**config.mk**
```make
export PLATFORM = sky130hd
export DESIGN_NAME = mem_wait_ctrl
export DESIGN_NICKNAME = d
export VERILOG_FILES = /design/src/rtl/mem_wait_ctrl_pkg.sv /design/src/rtl/lat_max_sel.sv /design/src/rtl/mem_wait_ctrl.sv
export SDC_FILE = /design/constraint.sdc
export NUM_CORES = 1
export LEC_CHECK = 0
export CAP_MARGIN = 20
export CORE_MARGIN = 5
export CORE_UTILIZATION = 41
export CTS_CLUSTER_DIAMETER = 100
export DETAILED_ROUTE_END_ITERATION = 16
export GPL_TIMING_DRIVEN = 0
export PLACE_DENSITY = 0.89
export SLEW_MARGIN = 20
export SYNTH_ARGS = -nofsm -noshare
export SYNTH_HDL_FRONTEND = slang
export SYNTH_HIERARCHICAL = 1
export SYNTH_SLANG_ARGS = --single-unit
```
**constraint.sdc**
```tcl
create_clock -name clk -period 5.8 [get_ports clk]
set_input_delay 1.16 -clock clk [delete_from_list [all_inputs] [get_ports clk]]
set_output_delay 1.16 -clock clk [all_outputs]
set_load 0.05 [all_outputs]
```
**src/rtl/mem_wait_ctrl_pkg.sv**
```systemverilog
// Shared types and constants for the memory wait-state / startup-test controller.
package mem_wait_ctrl_pkg;

    typedef enum logic [3:0] {
        T_WRITE,
        T_SETTLE,
        T_READ,
        T_WAIT,
        T_CHECK,
        FAIL,
        IDLE,
        RD_WAIT,
        RELEASE
    } mem_wait_state_t;

    localparam logic [31:0] TEST_PATTERN_DEF = 32'hFFFF_FFFF;

endpackage

```
**src/rtl/lat_max_sel.sv**
```systemverilog
// Combinational maximum of the per-channel latency fields selected by a mask.
module lat_max_sel #(
    parameter int unsigned N_CH  = 2,
    parameter int unsigned LAT_W = 3
) (
    input  logic [N_CH-1:0]       mask_i,
    input  logic [N_CH*LAT_W-1:0] lat_i,
    output logic [LAT_W-1:0]      max_o
);

    always_comb begin
        max_o = '0;
        for (int unsigned i = 0; i < N_CH; i++) begin
            if (mask_i[i] && (lat_i[i*LAT_W +: LAT_W] > max_o)) begin
                max_o = lat_i[i*LAT_W +: LAT_W];
            end
        end
    end

endmodule

```
**src/rtl/mem_wait_ctrl.sv**
```systemverilog
// Memory controller: power-up write/read-back self-test per channel, then runtime read
// wait-state insertion with per-channel chip-select masking.
module mem_wait_ctrl
    import mem_wait_ctrl_pkg::*;
#(
    parameter int unsigned N_CH         = 2,
    parameter int unsigned LAT_W        = 3,
    parameter int unsigned SETTLE_CYC   = 13,
    parameter logic [31:0] TEST_PATTERN = TEST_PATTERN_DEF,
    parameter int unsigned MAX_RETRY    = 3,
    parameter int unsigned CNT_W        = 4
) (
    input  logic                   clk,
    input  logic                   rstn,
    input  logic [N_CH-1:0]        req_rd_i,
    input  logic [N_CH*LAT_W-1:0]  lat_cfg_i,
    input  logic [N_CH*32-1:0]     test_rdata_i,
    output logic                   stall_n_o,
    output logic [N_CH-1:0]        force_csb_o,
    output logic                   test_en_o,
    output logic [N_CH-1:0]        test_cs_o,
    output logic                   test_we_o,
    output logic [31:0]            test_wdata_o,
    output logic                   init_done_o,
    output logic                   test_fail_o,
    output logic [$clog2(N_CH):0]  fail_ch_o
);

    localparam int unsigned ChW    = $clog2(N_CH) + 1;
    localparam int unsigned IdxW   = (N_CH > 1) ? $clog2(N_CH) : 1;
    localparam int unsigned RetryW = $clog2(MAX_RETRY) + 1;

    mem_wait_state_t   state_q, state_d;
    logic [ChW-1:0]    ch_q, ch_d;
    logic [RetryW-1:0] retry_q, retry_d;
    logic [CNT_W-1:0]  cnt_q, cnt_d;
    logic [N_CH-1:0]   mask_q, mask_d;
    logic [LAT_W-1:0]  wmax_q, wmax_d;

    logic [LAT_W-1:0]  lat_arr   [N_CH];
    logic [31:0]       rdata_arr [N_CH];
    logic [IdxW-1:0]   ch_idx;
    logic [LAT_W-1:0]  lat_sel;
    logic [31:0]       rdata_sel;
    logic [LAT_W-1:0]  req_wmax;
    logic [N_CH-1:0]   cs_onehot;

    for (genvar g = 0; g < N_CH; g++) begin : g_split
        assign lat_arr[g]   = lat_cfg_i[g*LAT_W +: LAT_W];
        assign rdata_arr[g] = test_rdata_i[g*32 +: 32];
    end

    assign ch_idx    = ch_q[IdxW-1:0];
    assign lat_sel   = lat_arr[ch_idx];
    assign rdata_sel = rdata_arr[ch_idx];
    assign cs_onehot = N_CH'(1) << ch_idx;

    lat_max_sel #(
        .N_CH  (N_CH),
        .LAT_W (LAT_W)
    ) u_lat_max_sel (
        .mask_i (req_rd_i),
        .lat_i  (lat_cfg_i),
        .max_o  (req_wmax)
    );

    always_ff @(posedge clk) begin
        if (!rstn) begin
            state_q <= T_WRITE;
            ch_q    <= '0;
            retry_q <= '0;
            cnt_q   <= '0;
            mask_q  <= '0;
            wmax_q  <= '0;
        end else begin
            state_q <= state_d;
            ch_q    <= ch_d;
            retry_q <= retry_d;
            cnt_q   <= cnt_d;
            mask_q  <= mask_d;
            wmax_q  <= wmax_d;
        end
    end

    always_comb begin
        state_d = state_q;
        ch_d    = ch_q;
        retry_d = retry_q;
        cnt_d   = cnt_q;
        mask_d  = mask_q;
        wmax_d  = wmax_q;
        unique case (state_q)
            T_WRITE: begin
                state_d = T_SETTLE;
                cnt_d   = '0;
            end
            T_SETTLE: begin
                if (cnt_q == CNT_W'(SETTLE_CYC - 1)) begin
                    state_d = T_READ;
                    cnt_d   = '0;
                end else begin
                    cnt_d = cnt_q + CNT_W'(1);
                end
            end
            T_READ: begin
                // A zero latency field skips the wait state entirely.
                state_d = (lat_sel == '0) ? T_CHECK : T_WAIT;
                cnt_d   = '0;
            end
            T_WAIT: begin
                if (cnt_q == (CNT_W'(lat_sel) - CNT_W'(1))) begin
                    state_d = T_CHECK;
                    cnt_d   = '0;
                end else begin
                    cnt_d = cnt_q + CNT_W'(1);
                end
            end
            T_CHECK: begin
                if (rdata_sel == TEST_PATTERN) begin
                    if (ch_q == ChW'(N_CH - 1)) begin
                        state_d = IDLE;
                    end else begin
                        ch_d    = ch_q + ChW'(1);
                        retry_d = '0;
                        state_d = T_WRITE;
                    end
                end else if (retry_q == RetryW'(MAX_RETRY - 1)) begin
                    state_d = FAIL;
                end else begin
                    retry_d = retry_q + RetryW'(1);
                    state_d = T_WRITE;
                end
            end
            FAIL: begin
                state_d = FAIL;
            end
            IDLE: begin
                if ((req_rd_i != '0) && (req_wmax != '0)) begin
                    state_d = RD_WAIT;
                    mask_d  = req_rd_i;
                    wmax_d  = req_wmax;
                    cnt_d   = '0;
                end
            end
            RD_WAIT: begin
                cnt_d = cnt_q + CNT_W'(1);
                if (cnt_q == (CNT_W'(wmax_q) - CNT_W'(1))) begin
                    state_d = RELEASE;
                end
            end
            RELEASE: begin
                state_d = IDLE;
                cnt_d   = '0;
                mask_d  = '0;
                wmax_d  = '0;
            end
            default: begin
                state_d = T_WRITE;
            end
        endcase
    end

    // Outputs decode registered state only, so there is no input-to-output path.
    always_comb begin
        stall_n_o   = 1'b0;
        force_csb_o = '0;
        test_en_o   = 1'b1;
        test_cs_o   = '0;
        test_we_o   = 1'b0;
        init_done_o = 1'b0;
        test_fail_o = 1'b0;
        fail_ch_o   = '0;
        unique case (state_q)
            T_WRITE: begin
                test_cs_o = cs_onehot;
                test_we_o = 1'b1;
            end
            T_READ, T_WAIT: begin
                test_cs_o = cs_onehot;
            end
            FAIL: begin
                test_fail_o = 1'b1;
                fail_ch_o   = ch_q;
            end
            IDLE: begin
                test_en_o   = 1'b0;
                stall_n_o   = 1'b1;
                init_done_o = 1'b1;
            end
            RD_WAIT: begin
                test_en_o   = 1'b0;
                init_done_o = 1'b1;
                // First wait cycle lets the original access reach the macro.
                force_csb_o = (cnt_q != '0) ? mask_q : '0;
            end
            RELEASE: begin
                test_en_o   = 1'b0;
                stall_n_o   = 1'b1;
                init_done_o = 1'b1;
                force_csb_o = mask_q;
            end
            default: begin
                test_cs_o = '0;
            end
        endcase
    end

    assign test_wdata_o = TEST_PATTERN;

endmodule

```
==> results.md <==
* Status: finished, final reports clean
* Nets at 467
* Max_cap viols at 0
* CP max stage cell: clkdlybuf4s50_1
* Ys flop type: dfxtp_1
* Pre-CTS setup slack at 1.130 ns
* Port Buffers at 84
* Setup Buffers After CTS at 0
* Unrepaired setup endpoints after global routing: no
* CP max stage delay at 0.57 ns
* First drt pass iteration count at 4
* FILL cells at 401
* Clock share of power at 13.7%
* Clk_skew at 0.002643 ns
* Gp weighted congestion at 0.9401
* Synthesized cell area at 0.001976 sq mm
* Flops & latches, synth at 18
* Hold-fix buffers, CTS at 0
* Synth Area per Inst at 7.541 sq um
* WP data required at 5.98 ns
* Initial antenna violation count at 0
* Antenna-violating nets left at 0
* DP HPWL at 5.337 mm
* Dpl cells at 431
* Root Driver: clkbuf_8
* IO Pins at 117
* Row Count at 25
* Max frequency at 0.2238 GHz
* Tcrit/Tclk final at 77.03%
* Share of cells above drive strength 1 at 12.11%
* Internal power at 0.0003435 W
* First-pass GRT wire length at 10.22 mm
* Worst slew margin at 64.05%
* Tightest Pin Transition at 0.5346 ns
* Total grt overflow at 0
* Post-synthesis sequential area ratio at 18.24%
* Worst setup EP type: flop
* Total clock buffers created by CTS at 3
* DRT Wirelength at 6.320 mm
* Die Area at 0.006307 sq mm
* Vias in the first global route at 2273
* Pwr/cell area at 209.8 mW/mm^2
* Final setup viols at 0
* Total Routing Usage GR at 19.92%
* Peak supply drop at 0.1356 mV
* Yosys cell types at 51
* Worst skew pair latency at 0.25 ns
* Wire length per cell at 14.56 microns
* Logic pwr share at 61.8%
* Worst setup SP type: input pin
* DR vias at 2281
* Largest net degree at the start of global routing at 11
* Psw at 0.0002946 W
* Die Span Y at 79.42 microns
* Final worst setup slack at 1.333 ns
* # DRC at 0
* Non-Filler Instances at 434
* Clock buffer depth at 2
* CTS tree: yes
* H-tree depth at 1
* Vias per cell at 5.256
* DR iter-0 viols at 196
* CTS clock-pin slew for the worst setup and hold paths at 0.07 ns
* Number of flops mapped to enable cells by yosys at 0
* Ys async rst share at 0%
* Crit path kind: input pin to flop
* Synthesis-to-finish area growth at 53.96%
* Post-Synthesis Cells at 262
* Final Hold Viols at 0
* Slew Viols, Final at 0
* Storage cell area at 360.3 sq um
* Sequential fraction of design power at 24.4%
* Multi-input gate area at 0.001384 sq mm
* Worst-path fanout max at 5
* Core area at 0.004692 sq mm
* Synth warnings at 6
* Antenna diodes at 0
* CTS Sinks at 18
* Die width at 79.42 microns
* Final setup TNS at 0 ns
* Lkg Pwr at 1.226 nW
* Sw Ratio at 46.17%
* Final min period at 4.467 ns
* Resized Gates After CTS at 0
* Critical Path AT at 4.65 ns
* Initial core utilization at 42.11%
* Fin util at 64.83%
* Worst Hold Class: flop to flop
* Worst path cell trace: clkdlybuf4s50_1 > nand2_1 > ha_1 > nor2b_1 > o31ai_1 > a311oi_2 > mux2_2 > o32a_1 > a211o_1 > a31oi_1 > a211o_1 > nand2_1 > a21oi_2
path summary, 6_finish.rpt:
kind / start / endpoint / slack [ns] / depth (start not counted)
worst max-delay path: lat_cfg_i[1] / state_q[0] / 1.33 / 13
worst min-delay path: retry_q[2] / retry_q[2] / 0.48 / 1
worst max register to register: ch_q[0] / cnt_q[3] / 3.23 / 9
worst min register to register: retry_q[2] / retry_q[2] / 0.48 / 1
power groups by stage:
stage	registers (W)	logic (W)	clock network, W
finish	0.000156	0.000395	0.0000877
global route	0.000158	0.000420	0.0000946
CTS	0.000156	0.000388	0.0000885
detailed placement	0.000158	0.000384	0
global placement	0.000158	0.000375	0
floorplan	0.000153	0.000271	0
sequential cells by signal, summed over array words and instances (netlist names):
signal and count:
wmax_q 3, ch_q 2, cnt_q 4, retry_q 3
state_q 4, mask_q 2
Yosys cell counts (6+ instances only):
| master | n | area [sq um] |
|---|---|---|
| buf_4 | 32 | 240.2 |
| nand2_1 | 20 | 75.07 |
| dfxtp_1 | 18 | 360.4 |
| nor2_1 | 18 | 67.56 |
| inv_1 | 15 | 56.30 |
| nand3_1 | 15 | 75.07 |
| nand4_1 | 15 | 93.84 |
| a21oi_1 | 12 | 60.06 |
| ha_1 | 11 | 137.6 |
| mux2i_1 | 10 | 100.1 |
| nor3_1 | 7 | 35.03 |
| o31ai_1 | 7 | 52.55 |
| and2_1 | 6 | 37.54 |
logic make-up after synthesis:
group	Yosys count	synth area share (%)
buf+inv	56	17.61
mux	11	5.637
compound gates	52	18.56
simple gates	106	28.94
other cells	1	0.1898
xor+xnor	7	3.863
fa+ha+maj	11	6.966
flops	18	18.24
worst max-delay path, delay by kind of cell:
family,cells,cell delay [ns]
fa+ha+maj,1,0.32
compound gates,7,1.81
simple gates,3,0.38
mux,1,0.40
buf+inv,1,0.57
final cells by class:
cell class / instances / area share, %
inverter: 16 / 1.974
buffer: 40 / 9.461
sequential: 18 / 11.85
timing repair buffer: 84 / 27.64
clock buffer: 3 / 1.357
multi-input combinational: 219 / 45.50
tap: 54 / 2.221
metal layers:
layer / vias up / routed length [microns] / GRT usage, % / part of all wire (%)
met1: 1038 / 2415 / 22.18 / 38
met2: 105 / 3317 / 37.37 / 52
met3: 14 / 494 / 4.402 / 7.8
li1: 1124 / - / - / -
met5: - / 0 / 0 / 0
met4: 0 / 93 / 6.014 / 1.5
placed cells by master (no fill, tap or decap), types with 6 or more instances in the layout:
cell type        Yosys  layout
clkdlybuf4s50_1      0      84
buf_4               32      32
conb_1               1      32
nand2_1             20      20
nor2_1              18      18
dfxtp_1             18      18
inv_1               15      15
nand3_1             15      15
nand4_1             15      15
a21oi_1             12      12
ha_1                11      11
mux2i_1             10      10
nor3_1               7       7
o31ai_1              7       7
and2_1               6       6
through the flow:
step           area, sq um  hold WS, ns  power (W)
3_3_place_gp          3000       0.4625  0.0005324
4_1_cts               3042       0.4756  0.0006323
2_1_floorplan         2092       0.4419  0.0004237
6_report              3042       0.4790  0.0006381
3_5_place_dp          3000       0.4663  0.0005429
5_1_grt               3042       0.5040  0.0006732
Note: power is estimated with default switching activity, not from simulation.
